### src/rtl/nibble_serial_adder_pkg.sv
// Shared types and constants for the nibble-serial adder controller.
package nibble_serial_adder_pkg;

  localparam int NIBBLE_W = 4;

  typedef enum logic [1:0] {
    IDLE = 2'd0,
    ADD  = 2'd1,
    DONE = 2'd2
  } state_t;

endpackage

### src/rtl/nibble_serial_adder.sv
// Nibble-serial controller around an external 4-bit adder stage: feeds one nibble
// per clock LSN first, chains the carry, and assembles the wide sum.
module nibble_serial_adder
  import nibble_serial_adder_pkg::*;
#(
  parameter  int NIBBLES = 4,
  localparam int WIDTH   = NIBBLE_W * NIBBLES
) (
  input  logic                clk,
  input  logic                rst,
  input  logic                start,
  input  logic [WIDTH-1:0]    op_a,
  input  logic [WIDTH-1:0]    op_b,
  input  logic                cin,
  output logic                busy,
  output logic                done,
  output logic [WIDTH-1:0]    result,
  output logic                cout,
  output logic [NIBBLE_W-1:0] add_a,
  output logic [NIBBLE_W-1:0] add_b,
  output logic                add_ci,
  input  logic [NIBBLE_W-1:0] add_sum,
  input  logic                add_co
);

  localparam int                IDX_W    = $clog2(NIBBLES);
  localparam logic [IDX_W-1:0]  LAST_IDX = IDX_W'(NIBBLES - 1);

  state_t           state;
  logic [WIDTH-1:0] a_sh;
  logic [WIDTH-1:0] b_sh;
  logic [WIDTH-1:0] res_sh;
  logic             carry;
  logic [IDX_W-1:0] idx;
  logic             busy_q;
  logic             done_q;

  always_ff @(posedge clk) begin
    if (rst) begin
      state  <= IDLE;
      a_sh   <= '0;
      b_sh   <= '0;
      res_sh <= '0;
      carry  <= 1'b0;
      idx    <= '0;
      busy_q <= 1'b0;
      done_q <= 1'b0;
    end else begin
      done_q <= 1'b0;
      unique case (state)
        IDLE: begin
          if (start) begin
            a_sh   <= op_a;
            b_sh   <= op_b;
            carry  <= cin;
            idx    <= '0;
            busy_q <= 1'b1;
            state  <= ADD;
          end
        end
        ADD: begin
          // Sum nibbles enter at the top so the LSN lands at bit 0 after NIBBLES edges.
          res_sh <= {add_sum, res_sh[WIDTH-1:NIBBLE_W]};
          carry  <= add_co;
          a_sh   <= a_sh >> NIBBLE_W;
          b_sh   <= b_sh >> NIBBLE_W;
          if (idx == LAST_IDX) begin
            idx    <= '0;
            done_q <= 1'b1;
            state  <= DONE;
          end else begin
            idx <= idx + 1'b1;
          end
        end
        DONE: begin
          busy_q <= 1'b0;
          state  <= IDLE;
        end
        default: begin
          busy_q <= 1'b0;
          state  <= IDLE;
        end
      endcase
    end
  end

  always_comb begin
    add_a  = '0;
    add_b  = '0;
    add_ci = 1'b0;
    if (state == ADD) begin
      add_a  = a_sh[NIBBLE_W-1:0];
      add_b  = b_sh[NIBBLE_W-1:0];
      add_ci = carry;
    end
  end

  assign busy   = busy_q;
  assign done   = done_q;
  assign result = res_sh;
  assign cout   = carry;

endmodule

### config.mk
export PLATFORM = sky130hd
export DESIGN_NAME = nibble_serial_adder
export DESIGN_NICKNAME = d
export VERILOG_FILES = /design/src/rtl/nibble_serial_adder_pkg.sv /design/src/rtl/nibble_serial_adder.sv
export SDC_FILE = /design/constraint.sdc
export NUM_CORES = 1
export LEC_CHECK = 0
export CAP_MARGIN = 10
export CORE_ASPECT_RATIO = 1.1
export CORE_MARGIN = 10
export CORE_UTILIZATION = 52
export CTS_BUF_LIST = sky130_fd_sc_hd__clkbuf_4 sky130_fd_sc_hd__clkbuf_8
export DETAILED_ROUTE_END_ITERATION = 10
export PLACE_DENSITY = 0.87
export SYNTH_ARGS = -nofsm -noshare
export SYNTH_HDL_FRONTEND = slang
export SYNTH_SLANG_ARGS = --single-unit
### constraint.sdc
create_clock -name clk -period 3 [get_ports clk]
set_input_delay 0.45 -clock clk [delete_from_list [all_inputs] [get_ports clk]]
set_output_delay 0.45 -clock clk [all_outputs]
set_load 0.05 [all_outputs]
# After elaboration in Yosys (flattened, before gate mapping)
# Cells that the tools add are included.
# op_classes
addsub	1
eq_ne	4
muxes	18
bitwise	1
n_reduce_logical	6
# op_table
cell	count
$pmux 16 s2	2
$mux 16	2
$mux 2	4
$mux 4	2
$pmux 2 s2	2
$reduce_and 2->1	3
$mux 1	4
$ne 2x2->1 const B	2
$pmux 1 s2	2
$add 2x1->2 const B	1
$eq 2x1->1 const B	1
$eq 2x2->1 const B	1
$logic_not 2->1	1
$reduce_bool 2->1	1
$reduce_or 2->1	1
$not 1->1	1
# totals
register_bits	55
input_bits	41
output_inout_bits	28
word_cells	38

# Depth between registers and ports, before layout
# Gate-level depths: netlist (run 1).
# logic_depth
word_depth	3
depth_mapped	6

# Worst setup path after synthesis (run 1)
# OpenSTA, ideal clock, no wires.
# synth_path
path_type	flip-flop to output port
from	register state[0]
to	output port add_a[0]
arrival_time_ns	1.257
required_ns	2.550
slack_ns	1.293
stages_incl_launch_ff	6
cell_sequence	dfxtp_1 buf_6 nor2b_4 buf_6 buf_2 and2_1
# synth_between
elab_chain_cells	2
# synth_rtl
element	line	source
from (decl)	nibble_serial_adder.sv:29	state_t state;
from (signal assigned)	nibble_serial_adder.sv:40	state <= IDLE;
from (signal assigned)	nibble_serial_adder.sv:58	state <= ADD;
from (signal assigned)	nibble_serial_adder.sv:70	state <= DONE;
$eq 2x1->1	nibble_serial_adder.sv:91	if (state == ADD) begin
$mux 4	nibble_serial_adder.sv:91	
to (decl)	nibble_serial_adder.sv:19	output logic [NIBBLE_W-1:0] add_a,
# No other way between the ends.

# Worst setup path in the final report (run 1)
# Same ends and word-level chain as after synthesis.

==> flow_summary.toml, run 1 <==
[timing]
setup_tns_ps = 0
timing_worst_slew_pin_value_ps = 984
fmax_mhz = 415
final-hold-violation-count = 0
slew_viol_final = 0
fin_worst_skew_ps = 8.23
fin_crit_sh_pct = 80.3
grt_setup_unrepaired = "no"
setup-violations-final = 0
finalCriticalPeriod_ps = 2410
slew_headroom_pct = 34.4
fin_ws_ps = 590

[clocking]
cts_tree = "done"
cts.hold.buffers_added = 0
cts_made_buffers = 5
numClockSinks = 55
insertion_delay_ps = 310
cts.clk_slew.worst_paths_ps = 110
htreeDepth = 2
clk_root_buffer_cell = "sky130_fd_sc_hd__clkbuf_8"
max-clock-path-buffers = 2
postCtsResizedCells = 0
cts_setup_buffers = 0

[global_routing]
global_route_wire_length_before_repair_mm = 9.42
first_global_vias = 1886
grt_max_degree = 39
number_of_antenna_violations_at_the_first_check_in_global_routing = 0
tot_gr_track_use_pct = 14.8
global_route.overflow_total = 0

[power]
p_leak_nw = 1.14
seqPwrFrac_pct = 51.9
power-per-cell-area_nw_per_um2 = 494
worst_ir_drop_vdd_uv = 438
comb_power_share_pct = 20.2
net-switching-power_mw = 0.455
pwr-share-clk_pct = 27.9
power_report.internal_total_mw = 1.10
netSwitchingFraction_pct = 29.3

[logic_synthesis]
yosys_register_bits = 55
synth_area_um2 = 2340
synth.largest_area_cell = "sky130_fd_sc_hd__dfxtp_1"
synth_top_cells_by_area = "sky130_fd_sc_hd__dfxtp_1 (47%), sky130_fd_sc_hd__o221a_1 (9.6%), sky130_fd_sc_hd__a21oi_2 (8.6%), sky130_fd_sc_hd__nand2_1 (5.1%), sky130_fd_sc_hd__inv_1 (4.2%)"
netlist-cell-type-count = 21
syn-instance-count = 245
synthesis.nets = 287
synth.avg_cell_area_um2 = 9.56
yosysTopAreaCellShare_pct = 47.0
ys.warnings.count = 0
ys_seq_area_share_pct = 47.0

[critical_path]
critical_path.top_delay_family = "simple AND/OR/NAND/NOR gates"
crit_type = "reg2out"
r2r-start = "state[0]"
r2r-end = "b_sh[11]"
cp_slowest_stage_delay_ps = 690
cells_on_worst_reg2reg_path = 4
critical_path.n_buffers_inverters = 1
worstPathRequired_ps = 2550
slowest_stage = "sky130_fd_sc_hd__nor2b_4"
endpoint_kind = "output port"
path_cells = "nor2b_4 -> and2_1 -> buf_12"
reg2reg_setup_slack_ps = 1080
start_kind = "flip-flop"
worst_ep_arrival_time_ps = 1960
path_max_fanout = 26

[finish]
fin_util_pct = 72.9
final_nets = 346
layout_common_cells = "sky130_fd_sc_hd__clkdlybuf4s50_1 (58), sky130_fd_sc_hd__dfxtp_1 (55), sky130_fd_sc_hd__nand2_1 (32)"
layout-drive-gt1-share_pct = 18.4
most_common_cell_after_layout_fill_and_taps_aside = "sky130_fd_sc_hd__clkdlybuf4s50_1"
layoutNonFillerInstCount = 359
syn2layout_area_growth_pct = 34.4
diodes = 0

[floorplanning]
die_width_um = 84.0
initial_core_util_pct = 54.2
fp-row-count = 25
die_area_um2 = 7590
top_level_ports = 69
die_height_um = 90.4
core_area_um2 = 4320

[detailed_routing]
vias = 1880
wire_per_inst_um = 15.8
finalWirelength_mm = 5.69
route.antenna.remaining_nets = 0
initial_detailed_routing_violation_count = 156
drc_violation_count_after_routing = 0
first_pass_iters = 4
detail_routed_via_count_per_cell = 5.24

[hold_path]
holdCritPathClass = "reg2reg"
hold-path-endpoint = "result[2]"
holdPathStages = 2
hp-start = "result[2]"

[place]
place.gp.congestion = 0.733
place_ws_ps = 703
io_buffers = 68
post-place-cells = 351
hpwlAfterDp_mm = 4.05

[flow_run]
maxCapViolations = 0

[run_status]
result_of_the_run = "completed"
cells in the mapped netlist:
cell / count
sky130_fd_sc_hd__o221a_2: 5
sky130_fd_sc_hd__buf_6: 8
sky130_fd_sc_hd__nor2_1: 13
sky130_fd_sc_hd__nor2b_4: 2
sky130_fd_sc_hd__nor2_2: 1
sky130_fd_sc_hd__dfxtp_1: 55
sky130_fd_sc_hd__a21oi_1: 19
sky130_fd_sc_hd__ha_1: 1
sky130_fd_sc_hd__nor3_1: 4
sky130_fd_sc_hd__a21oi_2: 23
sky130_fd_sc_hd__nand2b_1: 2
sky130_fd_sc_hd__nor3b_2: 1
sky130_fd_sc_hd__o21bai_2: 1
sky130_fd_sc_hd__inv_1: 26
sky130_fd_sc_hd__and2_1: 9
sky130_fd_sc_hd__buf_2: 6
sky130_fd_sc_hd__o221a_1: 20
sky130_fd_sc_hd__a22oi_1: 10
sky130_fd_sc_hd__nand2_1: 32
sky130_fd_sc_hd__clkbuf_1: 3
sky130_fd_sc_hd__buf_4: 4
power groups by stage:
stage,clock [mW],combinational (mW),sequential (mW)
after floorplan,0,0.188,0.839
after global placement,0,0.305,0.821
after detailed placement,0,0.314,0.823
after CTS,0.448,0.316,0.807
after global routing,0.473,0.338,0.814
final,0.434,0.314,0.807
layout make-up:
cell class / count / area, um^2
fill: 330 / 1170
sequential: 55 / 1100
multi-input combinational: 143 / 981
timing repair buffer: 73 / 803
inverter: 26 / 97.6
clock buffer: 5 / 68.8
tap: 54 / 67.6
clock inverter: 3 / 27.5
worst min-delay path, cell delays in order, from the launching register on:
cell and delay, ps:
sky130_fd_sc_hd__dfxtp_1 320, sky130_fd_sc_hd__nand2_1 50, sky130_fd_sc_hd__a21oi_1 50
per-layer routing:
layer / vias to the layer above / GRT usage [%] / share of wire [%] / wire [um]
met5: - / 0 / 0 / 0
met2: 37 / 24.6 / 50 / 2840
met3: 7 / 3.97 / 3.6 / 202
met4: 0 / 4.89 / 1.5 / 85
li1: 954 / - / - / -
met1: 882 / 17.9 / 45 / 2560
worst max path at each step:
stage               slack (ps)  endpoint      from  cells past startpoint
floorplan                 1290  add_a[0]  state[0]                      5
global placement           760   b_sh[2]     start                      4
detailed placement         700   b_sh[4]     start                      4
CTS                        560  add_a[0]  state[0]                      3
global route               440  add_a[0]  state[0]                      3
finish                     590  add_a[0]  state[0]                      3
stage by stage:
stage / hold slack, ps / area [um^2] / total power, mW
after floorplan: 465 / 2340 / 1.03
after global placement: 443 / 3050 / 1.13
after detailed placement: 446 / 3050 / 1.14
after CTS: 461 / 3150 / 1.57
after global routing: 486 / 3150 / 1.63
final: 459 / 3150 / 1.56
sequential cells by signal (all words and copies together) (netlist names):
register,flops
b_sh,16
busy,1
done,1
state,2
result,16
cout,1
a_sh,16
idx,2
cells by family (layout without fill, tap and decap cells):
group | Yosys count | after routing | synth area share, %
AND/OR/NAND/NOR | 64 | 64 | 13.0
buffers and inverters | 47 | 107 | 11.1
AO/OA/AOI/OAI | 78 | 78 | 28.4
flip-flops | 55 | 55 | 47.0
adder cells (fa/ha/maj) | 1 | 1 | 0.534
Note: power is estimated with default switching activity, not from simulation.
==> run 2, diff against run 1 <==
--- a/config.mk
+++ b/config.mk
@@ -8,10 +8,10 @@
 export CAP_MARGIN = 10
 export CORE_ASPECT_RATIO = 1.1
 export CORE_MARGIN = 10
-export CORE_UTILIZATION = 52
+export CORE_UTILIZATION = 49
 export CTS_BUF_LIST = sky130_fd_sc_hd__clkbuf_4 sky130_fd_sc_hd__clkbuf_8
 export DETAILED_ROUTE_END_ITERATION = 10
-export PLACE_DENSITY = 0.87
+export PLACE_DENSITY = 0.82
 export SYNTH_ARGS = -nofsm -noshare
 export SYNTH_HDL_FRONTEND = slang
 export SYNTH_SLANG_ARGS = --single-unit
==> constraint.sdc (replaced) <==
create_clock -name clk -period 2.24 [get_ports clk]
set_input_delay 0.336 -clock clk [delete_from_list [all_inputs] [get_ports clk]]
set_output_delay 0.336 -clock clk [all_outputs]
set_load 0.05 [all_outputs]
==> run 2 against run 1 <==
Against the previous run:
- non-clock buffer count is 2 higher
- sequential share of layout area is 0.41 points lower
- clock skew is 5.6 ps lower
- core utilization is 4.4 points lower
- sequential power is 34% higher
- largest cell class unchanged
- critical path depth stayed put
- global-route usage is 1.2 points lower
==> flow_summary.toml, run 2 (synthesis gave the netlist of run 1 again) <==
[timing]
slew_viol_final = 0
setup-violations-final = 0
grt_setup_unrepaired = "no"
slew_headroom_pct = 53.8
setup_tns_ps = 0
finalHoldWorstSlack_ps = 458
timing_worst_slew_pin_value_ps = 693
fin_crit_sh_pct = 89.9
fmax_mhz = 496
finalCriticalPeriod_ps = 2010
fin_worst_skew_ps = 2.62
final-hold-violation-count = 0

[floorplanning]
fp-row-count = 26
die_area_um2 = 7950
die_height_um = 92.5
die_width_um = 85.9
initial_core_util_pct = 50.3
top_level_ports = 69
core_area_um2 = 4650

[critical_path]
crit_type = "reg2out"
worst_ep_arrival_time_ps = 1680
worstPathRequired_ps = 1900
start_kind = "flip-flop"
path_max_fanout = 19
endpoint_kind = "output port"

[finish]
most_common_cell_after_layout_fill_and_taps_aside = "sky130_fd_sc_hd__clkdlybuf4s50_1"
diodes = 0
layoutNonFillerInstCount = 363
syn2layout_area_growth_pct = 36.0
final_nets = 348
layout-drive-gt1-share_pct = 18.9
finished_cell_area_um2 = 3180
layout_common_cells = "sky130_fd_sc_hd__clkdlybuf4s50_1 (58), sky130_fd_sc_hd__dfxtp_1 (55), sky130_fd_sc_hd__nand2_1 (32)"

[clocking]
cts_setup_buffers = 0
insertion_delay_ps = 300
cts.hold.buffers_added = 0
cts.clk_slew.worst_paths_ps = 90
max-clock-path-buffers = 2
numClockSinks = 55
cts_tree = "done"
htreeDepth = 2
cts_made_buffers = 5
clk_root_buffer_cell = "sky130_fd_sc_hd__clkbuf_8"
postCtsResizedCells = 0

[global_routing]
global_route.overflow_total = 0
global_route_wire_length_before_repair_mm = 9.02
number_of_antenna_violations_at_the_first_check_in_global_routing = 0
grt_max_degree = 33
first_global_vias = 1777
tot_gr_track_use_pct = 13.6

[detailed_routing]
detail_routed_via_count_per_cell = 5.09
initial_detailed_routing_violation_count = 91
wire_per_inst_um = 15.3
dr_wl_met3_um = 283
topRoutingLayerUsed = "met4"
first_pass_iters = 4
drc_violation_count_after_routing = 0
met1Wirelength_mm = 2.44
finalWirelength_mm = 5.54
vias = 1846
dr_wl_met2_mm = 2.75
route.antenna.remaining_nets = 0

[place]
io_buffers = 68
hpwlAfterDp_mm = 4.05
placedInstanceArea_um2 = 3080
post-place-cells = 355
place.gp.congestion = 0.740

[hold_path]
holdCritPathClass = "reg2reg"

[power]
pwr-share-clk_pct = 28.5
seqPwrFrac_pct = 51.4
net-switching-power_mw = 0.561
design_power_total_mw = 2.10
p_leak_nw = 1.17
netSwitchingFraction_pct = 26.7
power_report.internal_total_mw = 1.54
worst_ir_drop_vdd_uv = 385
power-per-cell-area_nw_per_um2 = 660
comb_power_share_pct = 20.2

[run_status]
result_of_the_run = "completed"

[flow_run]
maxCapViolations = 0
-- run 2: changes by cell type in the layout (fill, tap and decap cells not counted) --
cell | before | now
sky130_fd_sc_hd__clkbuf_8 | 5 | 7
sky130_fd_sc_hd__clkbuf_4 | 0 | 1
sky130_fd_sc_hd__buf_4 | 5 | 6
sky130_fd_sc_hd__inv_6 | 1 | 0
sky130_fd_sc_hd__inv_8 | 1 | 0
sky130_fd_sc_hd__clkinvlp_4 | 1 | 0
sky130_fd_sc_hd__buf_12 | 9 | 10
-- run 2: path summary, 6_finish.rpt --
| check | cells past startpoint | to | slack (ps) | start |
|---|---|---|---|---|
| setup / recovery | 3 | add_a[3] | 230 | state[0] |
| hold / removal | 2 | result[3] | 460 | result[3] |
| setup reg to reg | 4 | a_sh[5] | 620 | state[0] |
| hold reg to reg | 2 | result[3] | 460 | result[3] |
-- run 2: area by class of cell --
type,instances,area [um^2]
repair buffers,75,831
clock buffers,8,104
well taps,56,70.1
multi-input cells,143,981
inverters,26,97.6
fillers,388,1470
flip-flops and latches,55,1100
-- run 2: power by group through the flow --
stage / clock [mW] / sequential [mW] / combinational [mW]
2_1_floorplan: 0 / 1.12 / 0.252
6_report: 0.598 / 1.08 / 0.424
4_1_cts: 0.610 / 1.08 / 0.427
5_1_grt: 0.644 / 1.09 / 0.457
3_3_place_gp: 0 / 1.10 / 0.417
3_5_place_dp: 0 / 1.10 / 0.425
-- run 2: critical path: stages, from the launching register on --
cell,delay [ps]
sky130_fd_sc_hd__dfxtp_1,520
sky130_fd_sc_hd__nor2b_4,460
sky130_fd_sc_hd__and2_1,240
sky130_fd_sc_hd__buf_12,150
-- run 2: routing by layer --
metal | global-route usage (%) | vias to the layer above
met2 | 23.0 | 39
met1 | 16.4 | 847
met4 | 3.71 | 0
li1 | - | 954
met3 | 3.68 | 6
met5 | 0 | -
-- run 2: through the flow --
step / setup WS, ps / util (%)
final: 226 / 68.5
after global routing: 88.6 / 68.5
after detailed placement: 476 / 66.2
after floorplan: 647 / -
after global placement: 532 / 66.2
after CTS: 202 / 68.5
